<file path="src/rtl/fetch_stage.sv">
// Instruction fetch stage: issues fetch addresses to the instruction cache,
// tracks the single outstanding request, absorbs cache misses, decode
// back-pressure and branch/jump redirects, and owns the IF/ID register.
//
// Handshake contract with the cache: the value on icache_addr at a rising
// edge is the request. Its word shows up on icache_inst in the first later
// cycle that has icache_stall=0. While icache_stall=1, icache_addr always
// shows the missed address (req_pc), so the refill logic sees a stable
// request. IF/ID is held whenever hazard_stall=1 and nothing higher
// priority (redirect, kill, miss bubble) overrides it.
module fetch_stage #(
  parameter logic [31:0] RESET_PC = 32'h0000_0000
) (
  input  logic        clk,
  input  logic        rst,
  output logic [31:0] icache_addr,
  input  logic [31:0] icache_inst,
  input  logic        icache_stall,
  input  logic        hazard_stall,
  input  logic        redirect_valid,
  input  logic [31:0] redirect_pc,
  output logic        if_id_valid,
  output logic [31:0] if_id_pc,
  output logic [31:0] if_id_pc4,
  output logic [31:0] if_id_inst,
  output logic [31:0] perf_fetch_cnt,
  output logic [31:0] perf_stall_cnt,
  output logic [1:0]  fsm_state
);

  typedef enum logic [1:0] {
    ST_BOOT  = 2'd0,
    ST_FETCH = 2'd1,
    ST_KILL  = 2'd2
  } state_t;

  state_t      state, state_nx;
  logic [31:0] pc_f, pc_f_nx;
  logic [31:0] req_pc, req_pc_nx;
  logic        req_valid, req_valid_nx;
  logic [31:0] tgt, tgt_nx;
  logic        id_load;
  logic        id_clear;
  logic        resp;
  logic [31:0] redir;

  // Redirect targets are word addresses; the low two bits are dropped.
  assign redir     = redirect_pc & 32'hFFFF_FFFC;
  assign resp      = req_valid & ~icache_stall;
  assign fsm_state = state;

  // Next-state, next-request and cache address selection, in priority order:
  // redirect, kill drain, cache stall, boot, hazard replay, normal advance.
  always_comb begin
    state_nx     = state;
    pc_f_nx      = pc_f;
    req_pc_nx    = req_pc;
    req_valid_nx = req_valid;
    tgt_nx       = tgt;
    icache_addr  = pc_f;
    id_load      = 1'b0;
    id_clear     = 1'b0;

    if (redirect_valid && icache_stall) begin
      // Cannot re-aim the cache mid-refill: remember the target and wait.
      tgt_nx      = redir;
      id_clear    = 1'b1;
      state_nx    = ST_KILL;
      icache_addr = req_pc;
    end else if (redirect_valid) begin
      // Whatever response arrives this cycle belongs to the wrong path.
      icache_addr  = redir;
      req_pc_nx    = redir;
      req_valid_nx = 1'b1;
      pc_f_nx      = redir + 32'd4;
      id_clear     = 1'b1;
      state_nx     = ST_FETCH;
    end else if (state == ST_KILL) begin
      if (icache_stall) begin
        icache_addr = req_pc;
      end else begin
        // Stale refill word is dropped; issue the deferred target.
        icache_addr  = tgt;
        req_pc_nx    = tgt;
        req_valid_nx = 1'b1;
        pc_f_nx      = tgt + 32'd4;
        state_nx     = ST_FETCH;
      end
    end else if (icache_stall) begin
      icache_addr = req_pc;
      // Insert a bubble unless decode wants IF/ID held anyway.
      if (state == ST_FETCH && !hazard_stall) begin
        id_clear = 1'b1;
      end
    end else if (state == ST_BOOT) begin
      icache_addr  = pc_f;
      req_pc_nx    = pc_f;
      req_valid_nx = 1'b1;
      pc_f_nx      = pc_f + 32'd4;
      state_nx     = ST_FETCH;
    end else if (hazard_stall || !resp) begin
      // Decode is full: drop the response and ask for the same word again.
      icache_addr = req_pc;
    end else begin
      icache_addr = pc_f;
      req_pc_nx   = pc_f;
      pc_f_nx     = pc_f + 32'd4;
      id_load     = 1'b1;
    end
  end

  // FSM and request tracking registers.
  always_ff @(posedge clk or posedge rst) begin
    if (rst) begin
      state     <= ST_BOOT;
      pc_f      <= RESET_PC;
      req_pc    <= 32'd0;
      req_valid <= 1'b0;
      tgt       <= 32'd0;
    end else begin
      state     <= state_nx;
      pc_f      <= pc_f_nx;
      req_pc    <= req_pc_nx;
      req_valid <= req_valid_nx;
      tgt       <= tgt_nx;
    end
  end

  // IF/ID pipeline register: a clear always wins over a load.
  always_ff @(posedge clk or posedge rst) begin
    if (rst) begin
      if_id_valid <= 1'b0;
      if_id_pc    <= 32'd0;
      if_id_pc4   <= 32'd0;
      if_id_inst  <= 32'd0;
    end else if (id_clear) begin
      if_id_valid <= 1'b0;
    end else if (id_load) begin
      if_id_valid <= 1'b1;
      if_id_pc    <= req_pc;
      if_id_pc4   <= req_pc + 32'd4;
      if_id_inst  <= icache_inst;
    end
  end

  // Performance counters; both wrap naturally at 2^32.
  always_ff @(posedge clk or posedge rst) begin
    if (rst) begin
      perf_fetch_cnt <= 32'd0;
      perf_stall_cnt <= 32'd0;
    end else begin
      if (id_load) begin
        perf_fetch_cnt <= perf_fetch_cnt + 32'd1;
      end
      if (icache_stall) begin
        perf_stall_cnt <= perf_stall_cnt + 32'd1;
      end
    end
  end

endmodule

</file>
<file path="config.mk">
export PLATFORM = sky130hd
export DESIGN_NAME = fetch_stage
export DESIGN_NICKNAME = d
export VERILOG_FILES = /design/src/rtl/fetch_stage.sv
export SDC_FILE = /design/constraint.sdc
export NUM_CORES = 1
export LEC_CHECK = 0
export ABC_CLOCK_PERIOD_IN_PS = 12500
export CORE_MARGIN = 8
export CORE_UTILIZATION = 40
export CTS_BUF_LIST = sky130_fd_sc_hd__clkbuf_8
export CTS_CLUSTER_DIAMETER = 30
export CTS_CLUSTER_SIZE = 14
export DETAILED_ROUTE_END_ITERATION = 8
export GPL_ROUTABILITY_DRIVEN = 0
export PLACE_DENSITY = 0.73
export SYNTH_ARGS = -nofsm -noshare
export SYNTH_HDL_FRONTEND = slang
export SYNTH_SLANG_ARGS = --single-unit
</file>
<file path="constraint.sdc">
create_clock -name clk -period 12.5 [get_ports clk]
set_input_delay 2.5 -clock clk [delete_from_list [all_inputs] [get_ports clk]]
set_output_delay 2.5 -clock clk [all_outputs]
set_load 0.1 [all_outputs]
</file>
Yosys cells after proc, flatten, opt, wreduce, memory -nomap -nowiden
Cells that the tools add are included.
- register bits after elaboration: 258
- input port bits: 69
- output and inout bits: 195
- logic and storage cells: 76
- add/sub/neg operators: 6
- equal/unequal tests: 5
- muxes and demuxes: 37
- bitwise operators: 4
- reductions and logical operators: 13
- operator list (cell ; count):
    32-bit 2-to-1 mux ; 13
    32-bit by 3-bit adder with 32-bit output (second input constant) ; 4
    32-bit by 1-bit adder with 32-bit output (second input constant) ; 2
    1-bit 2-to-1 mux ; 18
    2-bit 2-to-1 mux ; 6
    3-bit AND reduction ; 2
    4-bit != test (second input constant) ; 1
    2-bit AND reduction ; 2
    4-bit nonzero test ; 1
    3-bit by 1-bit != test with 1-bit output (second input constant) ; 1
    1-bit NOT ; 3
    3-bit nonzero test ; 1
    2-bit by 1-bit equality test with 1-bit output (second input constant) ; 1
    2-bit equality test (second input constant) ; 1
    1-bit logical AND ; 2
    1-bit zero test ; 2
    2-bit zero test ; 1
    2-bit by 1-bit != test with 1-bit output (second input constant) ; 1
    2-bit nonzero test ; 1
    1-bit AND ; 1
    1-bit logical OR ; 1

Depth between registers and ports, before layout
- word-level depth: 12
- mapped depth: 10

Least setup slack after synthesis
No wires, ideal clock.
- path type: in2out
- from: in icache_stall
- to: out icache_addr[10]
- arrival: 5.885 ns
- data required time: 10.000 ns
- slack: 4.115 ns
- stages: 5
- cell sequence: clkbuf_1 -> clkbuf_1 -> clkbuf_1 -> mux2i_1 -> o21ai_0
- longest elaborated chain between the ends: 10
- elaborated cells on any way between the ends: 12
- those cells by class: mux (7); bitwise (2); reduce/logical (3)
- ends and longest elaborated chain (item ; RTL line ; text):
    start: declaration ; 18 ; input logic icache_stall,
    1-bit NOT ; 49 ; assign resp = req_valid & ~icache_stall;
    1-bit AND ; 49 ;
    1-bit zero test ; 101 ; end else if (hazard_stall || !resp) begin
    1-bit logical OR ; 101 ;
    32-bit 2-to-1 mux ; -- ;
    32-bit 2-to-1 mux ; 95 ; end else if (state == ST_BOOT) begin
    32-bit 2-to-1 mux ; 89 ; end else if (icache_stall) begin
    32-bit 2-to-1 mux ; -- ;
    32-bit 2-to-1 mux ; 70 ; end else if (redirect_valid) begin
    32-bit 2-to-1 mux (*) ; 64 ; if (redirect_valid && icache_stall) begin
    end: declaration ; 16 ; output logic [31:0] icache_addr,
Mark *: on every way between the ends. The rest lies on a longest branch, timed or not.

Worst setup path after layout
- from: in hazard_stall
- to: out icache_addr[21]
- longest elaborated chain between the ends: 7
- ends and longest elaborated chain (item ; RTL line ; text):
    start: declaration ; 19 ; input logic hazard_stall,
    1-bit logical OR ; 101 ;
    32-bit 2-to-1 mux ; -- ;
    32-bit 2-to-1 mux ; 95 ;
    32-bit 2-to-1 mux ; 89 ;
    32-bit 2-to-1 mux ; -- ;
    32-bit 2-to-1 mux ; 70 ;
    32-bit 2-to-1 mux ; 64 ;
Every way passes these cells.

==> summary.txt <==
HPWL after DPL = 24.9 mm
starting density of the core = 0.401
count of final hold-check violations = 0
Reg2Reg Setup Slack = 9360 ps
Crit Path Class = in -> out
Pwr Total = 3630 uW
Placed Area = 0.0154 mm2
Die Area = 0.0373 mm2
cts hold-fix bufs = 0
number of enable flip-flop cells after synthesis = 0
final setup violation count = 0
Total Nets Final = 1590
Max VDD drop = 0.0000914 V
Die X-Extent = 193 um
Inst Count DP = 1851
largest family of logic cells by synthesized area = simple AND/OR/NAND/NOR gates
CTS tree = done
Final ANT Viol Nets = 0
Synth Flop Type = dfrtp_1
post-synthesis compound-gate area fraction = 0.106
diode count = 0
CP endpoint kind = output pin
GR Overflow Total = 0
xor/xnor share of the synthesized area = 0.0824
Die Ht = 193 um
max-cap violations = 0
Layout Cells excl Fill = 1967
Worst Hold Class = reg -> reg
clock slew seen by the registers of the worst setup and hold paths = 50 ps
outcome = finished, final reports clean
Final Slew Violations = 0
Worst Path Max Fanout = 27
clk sinks = 254
commonest non-fill, non-tap cell in the layout = nand2_1
Lkg Pwr = 0.00715 uW
Post-CTS Setup Bufs = 0
largest net degree at the start of global routing = 143
core box area = 0.0312 mm2
mapped cell area = 0.0125 mm2
P&R area growth vs syn = 34.2%
Tmin final = 8510 ps
Vias = 10.2k
Boundary Pins = 264
sequential-to-total area share from yosys stat = 0.507
cells after synthesis = 1252
adder-cell area share of the yosys netlist = 0.00399
skew final = 29.6 ps
Num CTS Buffers = 66
Slew HR = 0.254
DRT Pass-1 Iters = 5
Initial DRC Count = 525
Synth Warn # = 0
FMAX = 117 MHz
Post-CTS Resized = 0
share of cells above drive strength 1 = 0.128
Detailed Route WL = 36.0 mm
RSZ-0062 raised after global routing = false
pwr/cell area = 216 mW/mm2
Cell variety after synth = 72
CP startpoint kind = primary input
worst slew pin tran = 1120 ps
DRC errors left = 0
Mapped Avg Cell Area = 10.0 um2
most frequent cells in the layout = 272 x nand2_1, 259 x clkdlybuf4s50_1, 254 x dfrtp_1
root buf cell = clkbuf_8
cell area after layout = 0.0168 mm2
fraction of registers with async set/reset = 1.00
count of input and output buffers = 261
drt via density = 5.21
CP required = 10000 ps
Syn Nets = 1325
CTS H-Tree Depth = 3
Seq cells post-synth = 254
CTS Buffer Depth = 3
vias in the first global route = 10.2k
fillers = 2712
global-route wire length before repair = 56.3 mm
floorplan row count = 65
Synth Area in Simple Gates = 0.210
Tot GR Track Use = 0.189
mux cell area share after synthesis = 0.0541
worst path arrival time = 6010 ps
final period utilization = 0.681
initial antenna violation count = 0
setup TNS = 0 ps
clock latency at the later pin of the worst-skew pair = 560 ps
WL per Instance = 18.3 um
worst max-delay path: stages:
cell and delay (ps):
clkdlybuf4s50_1 460, nand2b_1 260, a211o_1 340, nand2_1 810, o211ai_1 180, o21ai_0 210
clkdlybuf4s50_1 1240
through the flow:
step                       util  setup WS (ps)  hold WS, ps
after floorplan               -           3010          431
after global placement    0.492           3980          450
after detailed placement  0.492           3950          455
after CTS                 0.539           3950          470
after global routing      0.539           3820          484
final                     0.539           3990          465
worst paths after layout:
check                              from                end  cells after the start
setup / recovery           hazard_stall    icache_addr[21]                      7
hold / removal                req_pc[0]        if_id_pc[0]                      2
setup reg to reg           fsm_state[0]           pc_f[31]                      8
hold reg to reg               req_pc[0]        if_id_pc[0]                      2
max in group asynchronous           rst            tgt[22]                      3
min in group asynchronous           rst  perf_stall_cnt[5]                      2
kinds of logic after synthesis:
kind of cell / count (synthesis)
buffers and inverters: 94
adder cells (fa/ha/maj): 4
XOR/XNOR: 118
multiplexers: 64
AND/OR/NAND/NOR: 530
AO/OA/AOI/OAI: 188
flip-flops: 254
metal layers:
metal	global-route usage	routed length [um]	vias to the layer above
li1	-	-	4863
met1	0.236	15100	4978
met2	0.312	17100	333
met3	0.0493	2760	67
met4	0.0719	960	0
met5	0	0	-
state kept, by name, indices dropped and copies added, names as in the netlist:
| name | flops |
|---|---|
| fsm_state | 2 |
| req_pc | 32 |
| tgt | 30 |
| pc_f | 30 |
| if_id_pc4 | 30 |
| perf_fetch_cnt | 32 |
| if_id_inst | 32 |
| req_valid | 1 |
| if_id_valid | 1 |
| perf_stall_cnt | 32 |
| if_id_pc | 32 |
cell usage after synthesis, types with 3 or more instances:
master    number  area share
buf_6          7      0.0063
a31oi_1        3      0.0015
ha_1           4      0.0040
nor4_1         5      0.0025
clkbuf_1      54       0.016
mux2i_1       34       0.027
nand2_1      273       0.082
or4b_2         4      0.0032
nor4b_1        4      0.0028
and2_1        17      0.0085
xor2_1        32       0.022
nor4bb_1       7      0.0056
o21ai_0       62       0.025
xnor2_1       86       0.060
a311o_1       12      0.0096
or2_1          3      0.0015
or2b_1         3      0.0018
buf_1          3     0.00090
nand4_1       23       0.011
buf_2          3      0.0012
o21ai_1        6      0.0024
inv_1         16      0.0048
nand2b_1       7      0.0035
and4bb_2       6      0.0060
o22a_1        28       0.020
nand3_1       39       0.016
a21oi_1       32       0.013
o211ai_1      27       0.016
nor4_2         7      0.0070
buf_4          9      0.0054
mux2_2        30       0.027
nor2b_1        3      0.0015
nor3_1         8      0.0032
nor2_1        84       0.025
and4_1         3      0.0021
dfrtp_1      254        0.51
and3_1         9      0.0045
layout make-up:
class                           instances  area, um2  area share
Sequential cell                       254       6360       0.378
Multi-Input combinational cell        904       5750       0.342
Clock buffer                           75       1030      0.0614
Inverter                               17       71.3     0.00424
Tap cell                              402        503      0.0299
Clock inverter                         41        409      0.0243
Timing Repair Buffer                  274       2700       0.161
report_power, final:
part           switching (uW)  internal, uW
combinational            1080           333
sequential                127           966
clock                     424           700
total                    1630          2000
Power figures use the tool's default switching activity.
